**config.mk**
```make
export PLATFORM = sky130hd
export DESIGN_NAME = muldiv_sequencer
export DESIGN_NICKNAME = d
export VERILOG_FILES = /design/src/rtl/muldiv_sequencer.sv
export SDC_FILE = /design/constraint.sdc
export NUM_CORES = 1
export LEC_CHECK = 0
export ABC_AREA = 1
export BUFFER_PORTS_ARGS = -buffer_cell sky130_fd_sc_hd__buf_2
export CAP_MARGIN = 20
export CORE_MARGIN = 3
export CORE_UTILIZATION = 25
export DETAILED_ROUTE_END_ITERATION = 8
export PLACE_DENSITY = 0.56
export SLEW_MARGIN = 20
export SYNTH_ARGS = -nofsm -noshare
export SYNTH_HDL_FRONTEND = slang
export SYNTH_SLANG_ARGS = --single-unit
```
**constraint.sdc**
```tcl
create_clock -name clock -period 2.33 [get_ports clock]
set_clock_uncertainty 0.1 [all_clocks]
set_input_delay 0.466 -clock clock [delete_from_list [all_inputs] [get_ports clock]]
set_output_delay 0.466 -clock clock [all_outputs]
set_load 0.01 [all_outputs]
```
**src/rtl/muldiv_sequencer.sv**
```systemverilog
// muldiv_sequencer: sequences one MULT or DIV operation through an external iterative
// multiplier/divider and owns the architectural HI/LO registers.
//
// Ports:
//   clock, reset            single clock; synchronous active-high reset
//   OpStart, OpSel          one-cycle request (0 = MULT, 1 = DIV), sampled only in IDLE
//   DivisorIn               divisor operand, checked for zero at request time
//   MultDone, DivDone       unit completion flags
//   MultHIIn/MultLOIn       multiplier result (signed 64-bit product)
//   DivHIIn/DivLOIn         divider result (remainder / quotient)
//   MultCtrl, DivCtrl       level enables, high through ISSUE and WAIT of the selected unit
//   HIOut, LOOut            architectural HI/LO
//   Busy                    high outside IDLE
//   OpDone                  one-cycle pulse after HI/LO update
//   DivZero                 one-cycle pulse on a DIV request with a zero divisor
//   Timeout                 one-cycle pulse on watchdog abort
//
// Optional feature: define MULDIV_TIMEOUT_EN to enable the WAIT-state watchdog, which aborts
// after TIMEOUT_CYCLES WAIT cycles without Done. Without it Timeout is tied low.
module muldiv_sequencer #(
  parameter int unsigned TIMEOUT_CYCLES = 64
) (
  input  logic        clock,
  input  logic        reset,
  input  logic        OpStart,
  input  logic        OpSel,
  input  logic [31:0] DivisorIn,
  input  logic        MultDone,
  input  logic        DivDone,
  input  logic [31:0] MultHIIn,
  input  logic [31:0] MultLOIn,
  input  logic [31:0] DivHIIn,
  input  logic [31:0] DivLOIn,
  output logic        MultCtrl,
  output logic        DivCtrl,
  output logic [31:0] HIOut,
  output logic [31:0] LOOut,
  output logic        Busy,
  output logic        OpDone,
  output logic        DivZero,
  output logic        Timeout
);

  typedef enum logic [1:0] {StIdle, StIssue, StWait, StDone} state_e;

  state_e      state_q, state_d;
  logic        op_sel_q, op_sel_d;
  logic [31:0] hi_q, hi_d;
  logic [31:0] lo_q, lo_d;
  logic        div_zero_q, div_zero_d;
  logic        sel_done;
  logic        wait_abort;

  // Done of the unit that owns the current operation.
  assign sel_done = op_sel_q ? DivDone : MultDone;

  always_comb begin
    state_d    = state_q;
    op_sel_d   = op_sel_q;
    hi_d       = hi_q;
    lo_d       = lo_q;
    div_zero_d = 1'b0;
    unique case (state_q)
      StIdle: begin
        if (OpStart) begin
          if (OpSel && (DivisorIn == 32'd0)) begin
            div_zero_d = 1'b1;
          end else begin
            op_sel_d = OpSel;
            state_d  = StIssue;
          end
        end
      end
      // Done is deliberately ignored here: units present a stale Done until re-initialised.
      StIssue: state_d = StWait;
      StWait: begin
        if (sel_done) begin
          if (op_sel_q) begin
            hi_d = DivHIIn;
            lo_d = DivLOIn;
          end else begin
            hi_d = MultHIIn;
            lo_d = MultLOIn;
          end
          state_d = StDone;
        end else if (wait_abort) begin
          state_d = StIdle;
        end
      end
      StDone:  state_d = StIdle;
      default: state_d = StIdle;
    endcase
  end

  always_ff @(posedge clock) begin
    if (reset) begin
      state_q    <= StIdle;
      op_sel_q   <= 1'b0;
      hi_q       <= 32'd0;
      lo_q       <= 32'd0;
      div_zero_q <= 1'b0;
    end else begin
      state_q    <= state_d;
      op_sel_q   <= op_sel_d;
      hi_q       <= hi_d;
      lo_q       <= lo_d;
      div_zero_q <= div_zero_d;
    end
  end

`ifdef MULDIV_TIMEOUT_EN
  localparam int unsigned CntW = $clog2(TIMEOUT_CYCLES + 1);

  logic [CntW-1:0] wd_cnt_q, wd_cnt_d;
  logic            timeout_q;

  // Counter holds the number of completed WAIT cycles; abort in the last allowed one.
  assign wait_abort = (state_q == StWait) && !sel_done &&
                      (wd_cnt_q == CntW'(TIMEOUT_CYCLES - 1));

  always_comb begin
    wd_cnt_d = wd_cnt_q;
    if (state_q == StIssue) begin
      wd_cnt_d = '0;
    end else if (state_q == StWait) begin
      wd_cnt_d = wd_cnt_q + 1'b1;
    end
  end

  always_ff @(posedge clock) begin
    if (reset) begin
      wd_cnt_q  <= '0;
      timeout_q <= 1'b0;
    end else begin
      wd_cnt_q  <= wd_cnt_d;
      timeout_q <= wait_abort;
    end
  end

  assign Timeout = timeout_q;
`else
  assign wait_abort = 1'b0;
  assign Timeout    = 1'b0;
`endif

  // Ctrl is a pure state decode, so leaving ISSUE/WAIT (DONE, abort, reset) drops it at once.
  assign MultCtrl = ((state_q == StIssue) || (state_q == StWait)) && !op_sel_q;
  assign DivCtrl  = ((state_q == StIssue) || (state_q == StWait)) && op_sel_q;
  assign Busy     = (state_q != StIdle);
  assign OpDone   = (state_q == StDone);
  assign DivZero  = div_zero_q;
  assign HIOut    = hi_q;
  assign LOOut    = lo_q;

endmodule

```
==> impl_metrics.toml, run 1 <==
[outcome]
status = "completed"

[synthesis]
ys_seq_area_share_pct = 42.8
synth_top_area_cell = "dfxtp_1"
ys_ff_latch = 68
postSynthCellCount = 461
synth_top_flop_cell = "dfxtp_1"
synth_edf_count = 0
yosysMostFrequentCell = "nand2_1"
syn-cell-area_um2 = 3180
yosys_warnings = 0
synthDistinctLibCells = 19
syn_nets = 631
synth_top_area_share_pct = 42.8
async_reset_ff_share_pct = 0
ys_top_cells_by_area = "dfxtp_1 43%, nand2_1 18%, a31oi_1 13%"
ys_top_cells_by_count = "155 x nand2_1, 68 x dfxtp_1, 64 x a31oi_1, 56 x o21ai_1, 46 x nor2_1"
syn_area_per_cell_um2 = 6.90

[global_route]
grt_max_degree = 67
grt_pass1_vias = 3740
antenna_found_initial = 1
grt_pass1_wl_um = 17900
overflow = 0
grt_util_all_layers_pct = 15.3

[min_path]
hold_path_class = "in -> reg"

[routing]
drtIter0Drc = 188
finalWirelength_um = 11400
vias = 3885
dr.pass1.iters = 4
ant_nets = 0
wire_per_inst_um = 13.4
drcViolationCount = 0
vias_per_cell = 4.57

[timing]
setup_viol = 0
hold_viol = 0
setup_tns_ps = 0
rsz0062_at_grt = "false"
finalCriticalPeriod_ps = 1920
fmax_ghz = 0.521
fin_ws_ps = 412
report.final.slew_viol_count = 0
fin_crit_sh_pct = 82.3

[critical_path]
worstPathCellList = "inv_1, ha_1, inv_1, nor2_1, buf_2"
critical_path_required_ps = 1760
critPathBufInv = 3
arrival_ps = 1350
path_max_fanout = 3
cpPeakStageDelay_ps = 350
cp_common_cell = "inv_1"
criticalPathCategory = "reg -> out"
start_kind = "register"
slowest_stage = "dfxtp_1"
worstSetupEndpointType = "output port"
critPathTopFamily = "flip-flops"

[clock_tree]
cts_sinks = 68
numCtsBuffers = 9
cts_root_buffer = "clkbuf_16"
h-tree-depth = 3
cts_setup_buffers = 0
clockBufferDepth = 2
hold_buffers = 0
clkTransAtPathRegs_ps = 60
cts_resized = 0
cts_tree = "done"
clk_latency_ps = 320

[flow_run]
cap_viol_max_count = 0

[floorplan]
initial_core_util_pct = 26.0
ios = 236
die_h_um = 119
die_area_um2 = 14100
num_rows = 40
core_um2 = 12200
die_w_um = 119

[place]
place.gp.congestion = 0.808
place_ws_ps = 573
portBuffers = 234
dp_hpwl_um = 8610
dpl_cell_area_um2 = 4490

[power]
p_leak_uw = 0.00243
powerDensity_nw_per_um2 = 946
ir_drop_v = 0.000337

[layout]
diodes = 0
multi_input_area_um2 = 1600
drive_gt1_share_pct = 38.3
n_fill_cell = 1355
final_design_area_no_fill_um2 = 4780
seq_area_um2 = 1360
nNetsFinal = 848
area_growth_pct = 50.4
[state kept, by name, summed over array words and instances (netlist names)]
signal	cells
op_sel_q	1
DivZero	1
LOOut	32
HIOut	32
state_q	2
[kinds of logic after synthesis]
family | synth area share, %
and+or+nand+nor | 25.3
AOI/OAI and AO/OA | 22.8
DFF | 42.8
buffers and inverters | 7.04
adders and majority gates | 1.57
muxes | 0.315
other | 0.118
[per-stage QoR]
| stage | hold WS [ps] | util [%] | power, uW | std cells |
|---|---|---|---|---|
| 2_1_floorplan | 436 | - | 2560 | 461 |
| 3_3_place_gp | 402 | 36.8 | 3210 | 835 |
| 3_5_place_dp | 407 | 36.8 | 3230 | 835 |
| 4_1_cts | 290 | 39.1 | 4600 | 850 |
| 5_1_grt | 295 | 39.1 | 4860 | 850 |
| 6_report | 300 | 39.1 | 4520 | 850 |
[worst paths after layout]
kind,start,endpoint,slack (ps),cells after the start
max,state_q[1]$_SDFFE_PP0P_,MultCtrl,410,5
min,MultLOIn[30],LOOut[30]$_SDFFE_PP0P_,300,3
max reg2reg,state_q[0]$_SDFFE_PP0P_,HIOut[9]$_SDFFE_PP0P_,720,7
min reg2reg,HIOut[17]$_SDFFE_PP0P_,HIOut[17]$_SDFFE_PP0P_,420,2
[area by class of cell]
class / count / share of cell area, %
clock buffer: 11 / 5.08
clock inverter: 4 / 1.05
inverter: 12 / 0.942
multi-input combinational: 345 / 33.5
sequential: 68 / 28.5
tap: 168 / 4.40
timing repair buffer: 242 / 26.5
[power by group]
part | switching (uW) | total, uW | internal (uW)
combinational | 958 | 1590 | 633
sequential | 150 | 1590 | 1440
clock | 492 | 1340 | 850
total | 1600 | 4520 | 2920
[worst reg2reg max path: cells and delay by family (launching register included)]
family	cells	cell delay [ps]
compound gates	2	300
fa+ha+maj	1	210
buf+inv	3	460
flops	1	310
simple gates	1	160
[cell usage in the layout, fill, tap and decap left out, types with 2 or more instances in the layout]
master | synthesis | layout
nand3_1 | 5 | 5
clkbuf_16 | 0 | 9
buf_12 | 0 | 3
nand2_1 | 155 | 155
a31oi_1 | 64 | 64
inv_1 | 11 | 10
buf_2 | 8 | 234
nor2_1 | 46 | 45
dfxtp_1 | 68 | 67
ha_1 | 4 | 4
o21ai_0 | 9 | 9
inv_2 | 1 | 2
o21ai_1 | 56 | 56
clkinvlp_4 | 0 | 2
buf_4 | 9 | 5
[per-layer routing]
layer  track usage (%)  vias to the layer above  part of all wire [%]  wire, um
met5                 0                        -                  0.11        13
met4              5.07                        2                   1.8       206
met3              4.50                       16                   7.4       844
met2              26.8                      144                    49      5520
met1              17.9                     1738                    42      4770
li1                  -                     1985                     -         -
No activity file was read; power rests on OpenSTA's default activity.
==> run 2, diff against run 1 <==
clock period = 1.8 ns   (was 2.33 ns; I/O delays follow)
==> impl_metrics.toml, run 2 (synthesis results as in run 1) <==
[critical_path]
r2r_start = "state_q[0]$_SDFFE_PP0P_"
worstSetupEndpointType = "output port"
arrival_ps = 1270
slowest_stage = "dfxtp_2"
criticalPathCategory = "reg -> out"
start_kind = "register"
r2r_cells = 7
worstPathCellList = "inv_2, ha_4, inv_1, nor2_1, buf_2"
cpPeakStageDelay_ps = 350
path_max_fanout = 3
r2r_end = "HIOut[12]$_SDFFE_PP0P_"
reg2reg_slack_ps = 210
critical_path_required_ps = 1340

[routing]
drcViolationCount = 0
ant_nets = 0
finalWirelength_um = 11300
dr.pass1.iters = 4
drtIter0Drc = 156
vias = 3939
vias_per_cell = 4.63
wire_per_inst_um = 13.3

[power]
p_leak_uw = 0.00244
powerDensity_nw_per_um2 = 1240
ir_drop_v = 0.000386

[global_route]
overflow = 0
antenna_found_initial = 4
grt_pass1_wl_um = 17900
grt_pass1_vias = 3795
grt_max_degree = 69
grt_util_all_layers_pct = 15.5

[clock_tree]
cts_root_buffer = "clkbuf_16"
numCtsBuffers = 9
clk_latency_ps = 330
hold_buffers = 0
cts_sinks = 68
clockBufferDepth = 2
h-tree-depth = 3
cts_tree = "done"
clkTransAtPathRegs_ps = 50
cts_setup_buffers = 0

[layout]
drive_gt1_share_pct = 38.9
final_cell_mix = "234 x buf_2, 155 x nand2_1, 65 x dfxtp_1"
final_design_area_no_fill_um2 = 4810
nNetsFinal = 848
area_growth_pct = 51.4
final_common_cell = "buf_2"

[floorplan]
die_area_um2 = 14100
die_h_um = 119
initial_core_util_pct = 26.0
die_w_um = 119
ios = 236
num_rows = 40
core_um2 = 12200

[place]
portBuffers = 234
dpl_cell_area_um2 = 4490
place.gp.congestion = 0.810
dp_hpwl_um = 8490

[timing]
finalCriticalPeriod_ps = 1730
hold_viol = 0
report.final.slew_viol_count = 0
setup_viol = 0
setup_tns_ps = 0
fin_crit_sh_pct = 96.2
fin_hold_ws_ps = 192
fmax_ghz = 0.577
rsz0062_at_grt = "false"

[min_path]
holdPathStages = 3
hold_path_class = "in -> reg"
hold_path.startpoint = "MultHIIn[0]"
whs_endpoint = "HIOut[0]$_SDFFE_PP0P_"

[flow_run]
cap_viol_max_count = 0

[outcome]
status = "completed"
==> run 2: cell count changes in the layout (fill, tap and decap cells not counted), sizes merged <==
cell / delta
clkinvlp: -2
diode: +1
clkinv: -1
clkbuf: +3
==> run 2: what timing repair did <==
action                     in CTS  in global routing
setup endpoints to repair       2                  3
resized for setup               3                  3
pin swaps                       1                  0
==> run 2: worst max-delay path by stage <==
stage / from / end / cells after the start
global route: state_q[1]$_SDFFE_PP0P_ / MultCtrl / 5
finish: state_q[1]$_SDFFE_PP0P_ / MultCtrl / 5
CTS: state_q[0]$_SDFFE_PP0P_ / MultCtrl / 5
floorplan: state_q[0]$_SDFFE_PP0P_ / state_q[1]$_SDFFE_PP0P_ / 8
detailed placement: state_q[0]$_SDFFE_PP0P_ / HIOut[7]$_SDFFE_PP0P_ / 7
global placement: state_q[0]$_SDFFE_PP0P_ / HIOut[7]$_SDFFE_PP0P_ / 7
==> run 2: power by group <==
group          leakage (uW)  total (uW)  internal, uW  switching, uW
clock              0.000149        1790          1180            616
combinational       0.00174        2120           849           1270
sequential         0.000555        2060          1870            190
total               0.00244        5970          3900           2080
==> run 2: worst max-delay path, delay by kind of cell, from the launching register on <==
kind / cells / cell delay (ps)
adder cells (fa/ha/maj): 1 / 260
buffers and inverters: 3 / 250
AND/OR/NAND/NOR: 1 / 80
flip-flops: 1 / 350
==> run 2: per-layer routing <==
layer  vias up  wire [um]  GRT usage (%)
met4         6        173           5.50
met5         -         41              0
li1       1992          -              -
met1      1748       4580           17.6
met2       172       5480           26.7
met3        21       1030           5.74
==> run 2: cell type report <==
cell class | instances | area (um2)
timing repair buffer | 242 | 1270
clock buffer | 14 | 274
inverter | 12 | 45.0
fill | 1360 | 7400
clock inverter | 1 | 30.0
sequential | 68 | 1370
antenna | 1 | 2.50
tap | 168 | 210
multi-input combinational | 345 | 1610
==> run 2: metrics by stage <==
stage	util, %	worst slack, ps	std cells	power [uW]
3_3_place_gp	36.8	256	835	4140
2_1_floorplan	-	380	461	3320
5_1_grt	39.4	2.77	851	6380
6_report	39.4	67.5	851	5970
3_5_place_dp	36.8	203	835	4180
4_1_cts	39.4	13.6	850	6050
==> run 3, diff against run 2 <==
PLACE_DENSITY = 0.62   (was 0.56)
==> impl_metrics.toml, run 3 (synthesis results as in run 1) <==
[routing]
finalWirelength_um = 10500
ant_nets = 0
vias = 3802
wire_per_inst_um = 12.3
drtIter0Drc = 187
dr.pass1.iters = 4
vias_per_cell = 4.46
drcViolationCount = 0

[flow_run]
cap_viol_max_count = 0

[critical_path]
path_max_fanout = 3
worstSetupEndpointType = "output port"
r2r_end = "HIOut[10]$_SDFFE_PP0P_"
start_kind = "register"
arrival_ps = 1260
r2r_start = "state_q[0]$_SDFFE_PP0P_"
criticalPathCategory = "reg -> out"
reg2reg_slack_ps = 190
r2r_cells = 7
critical_path_required_ps = 1340

[clock_tree]
h-tree-depth = 3
hold_buffers = 0
cts_root_buffer = "clkbuf_16"
cts_sinks = 68
clkTransAtPathRegs_ps = 60
clk_latency_ps = 320
numCtsBuffers = 9
clockBufferDepth = 2
cts_tree = "done"

[layout]
n_fill_cell = 1332
final_cell_mix = "234 x buf_2, 154 x nand2_1, 65 x dfxtp_1"
seq_area_um2 = 1370
area_growth_pct = 52.5
drive_gt1_share_pct = 39.6
multi_input_area_um2 = 1620
final_common_cell = "buf_2"
diodes = 0
nNetsFinal = 849

[min_path]
hold_path_class = "in -> reg"
holdPathStages = 3
hold_path.startpoint = "MultHIIn[1]"
whs_endpoint = "HIOut[1]$_SDFFE_PP0P_"

[floorplan]
ios = 236
die_w_um = 119
die_h_um = 119
core_um2 = 12200
initial_core_util_pct = 26.0
die_area_um2 = 14100
num_rows = 40

[global_route]
antenna_found_initial = 0
grt_pass1_vias = 3551
grt_util_all_layers_pct = 14.4
grt_pass1_wl_um = 16700
grt_max_degree = 87
overflow = 0

[outcome]
status = "completed"

[place]
portBuffers = 234
dp_hpwl_um = 7490
place.gp.congestion = 0.771

[power]
powerDensity_nw_per_um2 = 1260
ir_drop_v = 0.000690
p_leak_uw = 0.00246
power.total_uw = 6090

[timing]
setup_viol = 0
hold_viol = 0
setup_tns_ps = 0
rsz0062_at_grt = "false"
report.final.slew_viol_count = 0
fin_crit_sh_pct = 95.7
finalCriticalPeriod_ps = 1720
fmax_ghz = 0.581
-- run 3: stage by stage --
step           util (%)  instances  hold WS [ps]  worst slack (ps)  area [um2]
2_1_floorplan         -        461           415               380        3180
3_3_place_gp       36.7        833           404               193        4490
4_1_cts            39.4        849           174              12.9        4820
5_1_grt            39.7        852           183              4.41        4850
6_report           39.7        852           190              77.5        4850
3_5_place_dp       36.7        833           403               152        4490
-- run 3: layout make-up --
| cell class | instances | share of cell area (%) |
|---|---|---|
| tap | 168 | 4.33 |
| multi-input combinational | 345 | 33.4 |
| inverter | 12 | 0.929 |
| clock inverter | 5 | 1.55 |
| sequential | 68 | 28.1 |
| clock buffer | 11 | 5.01 |
| timing repair buffer | 243 | 26.7 |
-- run 3: how the worst max path moves through the flow --
| stage | from | to | slack [ps] | cells past startpoint |
|---|---|---|---|---|
| 2_1_floorplan | state_q[0]$_SDFFE_PP0P_ | state_q[1]$_SDFFE_PP0P_ | 380 | 8 |
| 3_3_place_gp | state_q[0]$_SDFFE_PP0P_ | HIOut[9]$_SDFFE_PP0P_ | 190 | 7 |
| 3_5_place_dp | state_q[0]$_SDFFE_PP0P_ | HIOut[9]$_SDFFE_PP0P_ | 150 | 7 |
| 4_1_cts | state_q[1]$_SDFFE_PP0P_ | MultCtrl | 10 | 5 |
| 5_1_grt | state_q[1]$_SDFFE_PP0P_ | MultCtrl | 4 | 5 |
| 6_report | state_q[1]$_SDFFE_PP0P_ | MultCtrl | 80 | 5 |
-- run 3: what timing repair did --
item / CTS / global route
resized for setup: 3 / 7
gates cloned: 0 / 0
pin swaps: 0 / 2
endpoints found under the setup margin: 1 / 8
buffers inserted: 0 / 3
-- run 3: worst max-delay path, cell delays in order, from the launching register on --
cell and delay, ps:
dfxtp_2 340, inv_2 60, ha_4 270, inv_2 40
nor2_2 90, buf_2 140
-- run 3: power by group --
part | internal (uW) | total (uW) | switching (uW)
logic | 897 | 2160 | 1270
registers | 1870 | 2050 | 181
clock network | 1240 | 1870 | 631
total | 4010 | 6090 | 2080
-- run 3: per-layer routing --
| layer | vias to the layer above | track usage [%] | routed length [um] |
|---|---|---|---|
| met5 | - | 0 | 0 |
| met2 | 170 | 23.2 | 4890 |
| li1 | 1996 | - | - |
| met3 | 9 | 5.79 | 995 |
| met1 | 1627 | 18.0 | 4510 |
| met4 | 0 | 3.62 | 89 |
